**src/rtl/uart_pkg.sv**
```systemverilog
// Shared types and constants for the UART transmitter.
// Optional build macro: UART_TX_PARITY_EN adds the PARITY state.
package uart_pkg;

   localparam int   DEFAULT_DATA_WIDTH   = 8;
   localparam int   DEFAULT_CLKS_PER_BIT = 868;
   localparam logic IDLE_LEVEL           = 1'b1;

   typedef enum logic [2:0] {
      IDLE,
      START,
      DATA,
`ifdef UART_TX_PARITY_EN
      PARITY,
`endif
      STOP
   } uart_state_t;

endpackage

```
**src/rtl/uart_baud_cnt.sv**
```systemverilog
// Per-bit cycle counter: counts 0..CLKS_PER_BIT-1 while enabled and wraps,
// flagging the last cycle of each bit period on bit_end.
module uart_baud_cnt
   import uart_pkg::*;
#(
   parameter int CLKS_PER_BIT = DEFAULT_CLKS_PER_BIT
) (
   input  logic clk,
   input  logic clear,
   input  logic enable,
   output logic bit_end
);

   localparam int              CNT_W = (CLKS_PER_BIT > 1) ? $clog2(CLKS_PER_BIT) : 1;
   localparam logic [CNT_W-1:0] LAST = CNT_W'(CLKS_PER_BIT - 1);

   logic [CNT_W-1:0] cnt_q;

   assign bit_end = enable && (cnt_q == LAST);

   // Clear has priority so every bit period starts counting from zero.
   always_ff @(posedge clk) begin
      if (clear) begin
         cnt_q <= '0;
      end else if (enable) begin
         cnt_q <= bit_end ? '0 : cnt_q + 1'b1;
      end
   end

endmodule

```
**src/rtl/uart_tx.sv**
```systemverilog
// UART transmitter fed by a first-word-fall-through FIFO.
// Frame: start bit, DATA_WIDTH data bits LSB first, optional even parity,
// one stop bit. Optional build macro: UART_TX_PARITY_EN.
module uart_tx
   import uart_pkg::*;
#(
   parameter int DATA_WIDTH   = DEFAULT_DATA_WIDTH,
   parameter int CLKS_PER_BIT = DEFAULT_CLKS_PER_BIT
) (
   input  logic                  clk,
   input  logic                  rst,
   input  logic [DATA_WIDTH-1:0] fifo_dout,
   input  logic                  fifo_empty,
   output logic                  fifo_rd_en,
   output logic                  txd,
   output logic                  busy,
   output logic                  tx_done
);

   localparam int               IDX_W    = (DATA_WIDTH > 1) ? $clog2(DATA_WIDTH) : 1;
   localparam logic [IDX_W-1:0] LAST_IDX = IDX_W'(DATA_WIDTH - 1);

   uart_state_t           state_q, state_d;
   logic [DATA_WIDTH-1:0] shift_q, shift_d;
   logic [IDX_W-1:0]      idx_q, idx_d;
   logic                  txd_q, txd_d;
   logic                  bit_end;
   logic                  cnt_clear;
   logic                  cnt_en;

   // The counter idles at zero so each frame's start bit gets a full period.
   assign cnt_clear = rst || (state_q == IDLE);
   assign cnt_en    = (state_q != IDLE);

   uart_baud_cnt #(
      .CLKS_PER_BIT(CLKS_PER_BIT)
   ) u_baud_cnt (
      .clk    (clk),
      .clear  (cnt_clear),
      .enable (cnt_en),
      .bit_end(bit_end)
   );

   assign txd  = txd_q;
   assign busy = (state_q != IDLE);

   // Next-state, next-line-level and FIFO pop decode.
   always_comb begin
      state_d    = state_q;
      shift_d    = shift_q;
      idx_d      = idx_q;
      txd_d      = txd_q;
      fifo_rd_en = 1'b0;
      tx_done    = 1'b0;
      case (state_q)
         IDLE: begin
            txd_d = IDLE_LEVEL;
            // A pop during reset would lose the byte, so rst blocks it.
            if (!fifo_empty && !rst) begin
               fifo_rd_en = 1'b1;
               shift_d    = fifo_dout;
               idx_d      = '0;
               state_d    = START;
               txd_d      = 1'b0;
            end
         end
         START: begin
            if (bit_end) begin
               state_d = DATA;
               txd_d   = shift_q[0];
            end
         end
         DATA: begin
            if (bit_end) begin
               if (idx_q == LAST_IDX) begin
`ifdef UART_TX_PARITY_EN
                  state_d = PARITY;
                  txd_d   = ^shift_q;
`else
                  state_d = STOP;
                  txd_d   = IDLE_LEVEL;
`endif
               end else begin
                  idx_d = idx_q + 1'b1;
                  txd_d = shift_q[idx_d];
               end
            end
         end
`ifdef UART_TX_PARITY_EN
         PARITY: begin
            if (bit_end) begin
               state_d = STOP;
               txd_d   = IDLE_LEVEL;
            end
         end
`endif
         STOP: begin
            if (bit_end) begin
               tx_done = 1'b1;
               state_d = IDLE;
               txd_d   = IDLE_LEVEL;
            end
         end
         default: begin
            state_d = IDLE;
            txd_d   = IDLE_LEVEL;
         end
      endcase
   end

   // State, captured byte, bit index and registered serial line.
   always_ff @(posedge clk) begin
      if (rst) begin
         state_q <= IDLE;
         shift_q <= '0;
         idx_q   <= '0;
         txd_q   <= IDLE_LEVEL;
      end else begin
         state_q <= state_d;
         shift_q <= shift_d;
         idx_q   <= idx_d;
         txd_q   <= txd_d;
      end
   end

endmodule

```
**config.mk**
```make
export PLATFORM = sky130hd
export DESIGN_NAME = uart_tx
export DESIGN_NICKNAME = d
export VERILOG_FILES = /design/src/rtl/uart_pkg.sv /design/src/rtl/uart_baud_cnt.sv /design/src/rtl/uart_tx.sv
export SDC_FILE = /design/constraint.sdc
export NUM_CORES = 1
export LEC_CHECK = 0
export ABC_CLOCK_PERIOD_IN_PS = 2250
export BUFFER_PORTS_ARGS = -buffer_cell sky130_fd_sc_hd__buf_2
export CELL_PAD_IN_SITES_DETAIL_PLACEMENT = 1
export CELL_PAD_IN_SITES_GLOBAL_PLACEMENT = 1
export CORE_ASPECT_RATIO = 1.4
export CORE_MARGIN = 4
export CORE_UTILIZATION = 39
export DETAILED_ROUTE_END_ITERATION = 12
export GPL_TIMING_DRIVEN = 1
export PLACE_DENSITY_LB_ADDON = 0.1
export SYNTH_ARGS = -nofsm -noshare
export SYNTH_HDL_FRONTEND = slang
export SYNTH_HIERARCHICAL = 1
export SYNTH_SLANG_ARGS = --single-unit
```
**constraint.sdc**
```tcl
create_clock -name clk -period 2.25 [get_ports clk]
set_input_delay 0.3375 -clock clk [delete_from_list [all_inputs] [get_ports clk]]
set_output_delay 0.3375 -clock clk [all_outputs]
set_load 0.01 [all_outputs]
```
Word level (Yosys, flattened, before mapping)
Index checks and enable logic that the tools add are counted.
{ "totals": {"output_inout_bits": 4, "ff_bits": 25} }
{ "op_classes": {"n_eq_ne": 11, "add_sub_neg": 2, "order_cmp": 1, "n_reduce_logical": 12, "mux": 23} }
{ "ops": {"columns": ["cell", "n"], "rows": [
  ["3-bit 2-to-1 mux", 8],
  ["3-bit case mux with 4 select lines", 1],
  ["10-bit by 1-bit adder with 10-bit output (second input constant)", 1],
  ["10-bit equality test (second input constant)", 1],
  ["1-bit 2-to-1 mux", 10],
  ["10-bit 2-to-1 mux", 1],
  ["2-bit by 1-bit inequality test with 1-bit output (second input constant)", 4],
  ["3-bit by 2-bit equality test with 1-bit output (second input constant)", 2],
  ["3-bit case mux with 2 select lines", 1],
  ["5-bit AND reduction", 1],
  ["3-bit by 4-bit less-than comparator with 1-bit output (second input constant)", 1],
  ["2-bit inequality test (second input constant)", 2],
  ["1-bit case mux with 4 select lines", 1],
  ["4-bit AND reduction", 1],
  ["3-bit by 1-bit adder with 3-bit output (second input constant)", 1],
  ["1-bit binary-select mux with 3-bit select", 1],
  ["3-bit by 1-bit equality test with 1-bit output (second input constant)", 1],
  ["3-bit equality test (second input constant)", 1],
  ["3-bit zero test", 1],
  ["3-bit AND reduction", 1],
  ["3-bit nonzero test", 1],
  ["1-bit logical AND", 2],
  ["1-bit zero test", 2],
  ["2-bit AND reduction", 1],
  ["other kinds (2)", 2]
]} }

Logic depth before layout (Yosys ltp)
{ "depth": {"word_depth": 6, "depth_mapped": 10, "depth_no_buf": 9} }

Modules after synthesis
The synthesis kept the hierarchy.
{ "modules_own_cells": {"columns": ["mod", "area_per_inst_um2", "cells_each", "instances"], "rows": [
  ["uart_tx", 773.2, 83, 1],
  ["uart_baud_cnt", 481.7, 53, 1]
]} }

Worst setup path before layout
No wires, ideal clock.
{ "synth_timing": {"kind": "register to register", "startpoint": "reg state_q[0]", "endpoint": "reg idx_q[0]", "stages_incl_launch_ff": 11, "required_ns": 2.134, "n_path_buf": 1, "arrival_time_ns": 2.126, "slack_ns": 0.008, "period_less_slack_ns": 2.242, "setup_time_ns": 0.116, "path_cell_list": "dfxtp_1 -> inv_1 -> ha_1 -> inv_1 -> buf_2 -> nand4_1 -> nor3_2 -> nand2b_1 -> a211oi_2 -> mux2i_1 -> nor2_1"} }
{ "synth_via": {"elab_chain_cells": 4, "word_cells_on_any_way": 10, "cone_classes": "eq/ne: 4; mux: 1; reduce/logical: 5"} }
{ "synth_rtl": {"columns": ["item", "line", "text"], "rows": [
  ["start, declared", "uart_tx.sv:23", "uart_state_t state_q, state_d;"],
  ["start signal, assigned", "uart_tx.sv:119", "state_q <= state_d;"],
  ["3-bit nonzero test", null, null],
  ["named net busy", "uart_tx.sv:16", "output logic busy,"],
  ["1-bit logical AND", "uart_baud_cnt.sv:19", "assign bit_end = enable && (cnt_q == LAST);"],
  ["named net bit_end", "uart_tx.sv:27", "logic bit_end;"],
  ["2-bit by 1-bit inequality test with 1-bit output (no line)", null, null],
  ["4-bit AND reduction (no line)", null, null],
  ["end signal, assigned", "uart_tx.sv:121", "idx_q <= idx_d;"],
  ["end, declared", "uart_tx.sv:25", "logic [IDX_W-1:0] idx_q, idx_d;"]
]} }
The timed path passes the listed nets, and every way through them passes these cells.
A chain may end at the register's enable or synchronous reset.

Worst setup path in the final report
{ "layout_timing": {"startpoint": "reg state_q[0]", "endpoint": "out tx_done"} }
{ "layout_via": {"elab_chain_cells": 4, "word_cells_on_any_way": 5, "cone_classes": "eq/ne: 1; mux: 2; reduce/logical: 2"} }
{ "layout_rtl": {"columns": ["item", "line", "text"], "rows": [
  ["3-bit nonzero test", "uart_tx.sv:33", "assign cnt_en = (state_q != IDLE);"],
  ["1-bit logical AND", "uart_baud_cnt.sv:19", null],
  ["named net bit_end", "uart_tx.sv:27", null],
  ["1-bit 2-to-1 mux", "uart_tx.sv:98", "if (bit_end) begin"],
  ["1-bit 2-to-1 mux", "uart_tx.sv:55", "case (state_q)"],
  ["end, declared", "uart_tx.sv:17", "output logic tx_done"]
]} }
The timed path passes the listed nets, and every way through them passes these cells.

==> results.md <==
Pwr:
- The power density over the cells is 900.1 nW/µm².
- The leakage power figure is 0.5577 nW.
- Across the VDD grid, the largest voltage drop is around 670 µV.
- The overall power of the completed layout is 1.293 mW.

Die:
- The height of the die is ~75 µm.
- The boundary pin count is 15.
- For this configuration, the core starts out at a cell density of 0.4057.
- The area of the placeable core is between 3000 and 4000 µm².
- The chip width is ~56 µm.
- After floorplanning, the core was divided into 24 placement rows.
- The area of the die is ~4200 µm².

Synth:
- The number of warnings printed during yosys synthesis is 6.
- Synthesis produced a netlist whose cell count is roughly 140.
- The post-synthesis cell type count is 37.
- The net count after synthesis is 155.
- Counting flops and latches in the post-synthesis netlist gives 24.
- The sequential element share of the synthesized area is 0.3829.
- The average size of a mapped cell is 9.228 µm².
- The post-synthesis cell area is approximately 1300 µm².

Placement:
- Once placement finished, the instance area stood at ~1400 µm².
- The count of buffers added on input and output ports is 14.
- The HPWL after detailed placement is 2.213 mm.
- The number of placed instances, taps included, is between 150 and 200.
- The congestion estimate from routability-driven global placement came to between 0.7 and 0.8.

Cells and area:
- The fraction of final layout cells sized beyond drive strength 1 is 0.2143.
- The area growth from synthesis to final layout is 14.46%.
- The antenna diode instance count is 0.
- The finished layout holds 193 standard cells, fillers aside.
- The top cell types in the final layout, fill and taps aside, are 22 x dfxtp_1, 14 x buf_2, 12 x nand2_1.
- Fill cells in the final layout number around 360.
- The library cell used most frequently in the layout, excluding fill and tap cells, is dfxtp_1.
- The finished cells cover roughly 1400 µm².
- The final net count is roughly 180.

Worst setup path:
- The required time reported for the critical path endpoint is about 1.9 ns.
- For flop-to-flop paths, the worst setup slack is 0.21 ns.
- The worst setup path is launched from a register.
- The critical path capture point type is a primary output.
- The worst setup path is of the register to primary output kind.
- In this run the worst path has a maximum fanout of 5.
- Measured in cells, the most critical reg-to-reg path has a length of 9.
- The signal arrival time at the worst endpoint is roughly 1.8 ns.

Run status:
- The run finished with clean final reports.

Detailed routing:
- The total number of vias is 1,038.
- The detail route stage leaves a number of antenna-violating nets equal to 0.
- The amount of wire on met3 after detailed routing is roughly 60 µm.
- After detailed routing, the number of remaining DRC violations is 0.
- The final layout contains routed wiring with a total length of 2.859 mm.
- The highest routing layer actually used is met4.
- The post-detailed-route wirelength per cell is 14.81 µm.
- The pre-antenna-repair detailed-routing pass consisted of 4 iterations.
- In the routed layout, each cell is associated on average with a via count of ~5.4.
- Summed over all nets, wire length on met2 after detailed routing comes to 1.575 mm.
- The routed metal-1 wirelength is around 1.1 mm.
- The violation count after the first detailed-route iteration is 11.

Global routing:
- The wire length of the first global-routing pass is about 4.7 mm.
- The maximum number of pins on one net before global-route repair is 20.
- The total routing resource utilization after global routing is 0.1437.
- For this run the aggregate overflow at the end of global routing stands at 0.
- The initial antenna violation count was 0.
- The via count of the first global-routing pass is between 1,000 and 1,500.

Timing:
- The total of endpoints with negative setup slack in the final report is 0.
- The final hold violation count is 0.
- Setup repair after global routing left no endpoint under its margin.
- The aggregate negative setup slack is 0 ns.
- The clock skew is 0.003145 ns.
- The final cycle utilization of the critical path is 0.9310.
- The relative slew slack is 0.7300.
- At the pin with the least slew margin, the transition time is 0.4050 ns.
- Timing would allow up to between 400 and 500 MHz.
- The shortest clock period the worst path allows after layout is approximately 2.1 ns.
- The number of pins with negative max-slew slack in the final report is 0.

Clock network:
- The number of buffers on the longest clock path is 2.
- The number of sinks on the clock net is 24.
- The clock tree from TritonCTS is built.
- The clock-pin slew on the worst setup and hold paths is approximately 0.080 ns.
- The count of H-tree levels built during CTS is 1.
- The root buffer cell is clkbuf_8.
- Hold repair after CTS inserted 0 buffers.
- The number of buffers inserted during clock tree synthesis is 3.
- The worst-skew pair later-pin latency is roughly 0.27 ns.

Hold path:
- The cell depth of the worst hold path is 3.
- The class of the worst hold path is input pin to register.

Run:
- The max-capacitance violation count is 0.
==> state kept, by name (all words and copies together), names as in the netlist <==
| register | cells |
|---|---|
| u_baud_cnt/cnt_q | 10 |
| shift_q | 8 |
| idx_q | 3 |
| state_q | 2 |
| txd | 1 |
==> where the power goes <==
part | leakage (nW) | switching (mW) | total (mW) | internal, mW
Clock | 0.0216 | 0.138 | 0.258 | 0.120
Combinational | 0.340 | 0.286 | 0.507 | 0.221
Sequential | 0.196 | 0.0428 | 0.528 | 0.485
Total | 0.558 | 0.467 | 1.29 | 0.826
==> Yosys cell counts, drive strengths merged <==
library cell,instances,area (µm²)
a211o,1,8.760
a211oi,1,12.51
a21oi,6,30.03
a221oi,1,8.760
a31oi,1,6.260
and2,3,20.02
buf,3,15.01
clkbuf,1,3.750
dfxtp,24,480.5
ha,8,100.1
inv,5,18.77
mux2,1,11.26
mux2i,4,40.04
mux4,2,52.55
nand2,12,45.04
nand2b,10,62.56
nand3,2,10.01
nand3b,2,15.01
nand4,5,31.28
nor2,9,33.78
nor3,4,30.03
o21a,1,7.510
o21ai,13,68.81
o221ai,1,8.760
o22ai,1,6.260
o31ai,4,43.79
or2,2,12.52
or3,3,18.77
or4,3,26.27
xor2,3,26.28
==> routing by layer <==
layer / track usage / up-vias
met5: 0 / -
met4: 0.08443 / 0
met3: 0.02058 / 7
met2: 0.2789 / 15
met1: 0.1473 / 490
li1: - / 526
==> through the flow <==
stage               hold WS [ns]  utilization  setup slack [ns]
CTS                       0.2560       0.4612           0.01597
detailed placement        0.4568       0.4478            0.1637
finish                    0.2614       0.4644            0.1552
global route              0.2626       0.4644           0.02960
global placement          0.4561       0.4478            0.3138
floorplan                 0.4372            -          0.008440
==> critical path, stage by stage (launching register included) <==
cell	delay, ns
dfxtp_2	0.36
inv_1	0.08
ha_1	0.23
inv_1	0.10
nand4_1	0.12
nor3_2	0.21
buf_4	0.16
and2_1	0.11
buf_2	0.12
==> worst paths after layout <==
kind,startpoint,to
max,state_q[0],tx_done
min,fifo_dout[5],shift_q[5]
max reg2reg,state_q[0],idx_q[2]
min reg2reg,shift_q[4],shift_q[4]
==> cell type report <==
| type | count | area (µm²) | share of cell area |
|---|---|---|---|
| Inverter | 5 | 18.77 | 0.01307 |
| Clock buffer | 3 | 41.29 | 0.02875 |
| Timing Repair Buffer | 19 | 107.6 | 0.07491 |
| Multi-Input combinational cell | 103 | 737.0 | 0.5131 |
| Sequential cell | 24 | 483.0 | 0.3362 |
| Tap cell | 39 | 48.80 | 0.03397 |
==> timing repair <==
item	CTS	global route
gates resized for setup	0	2
buffers inserted	0	1
setup endpoints to repair	0	2
==> cells by family (layout without fill, tap and decap cells) <==
| logic type | count (synthesis) | count (layout) | share of synthesized area |
|---|---|---|---|
| and+or+nand+nor | 55 | 55 | 0.2433 |
| AOI/OAI and AO/OA | 30 | 30 | 0.1605 |
| DFF | 24 | 24 | 0.3829 |
| buffers and inverters | 9 | 27 | 0.02991 |
| adders and majority gates | 8 | 8 | 0.07976 |
| muxes | 7 | 7 | 0.08275 |
| xor gates and xnor gates | 3 | 3 | 0.02094 |
(Power assumes the default switching activity.)
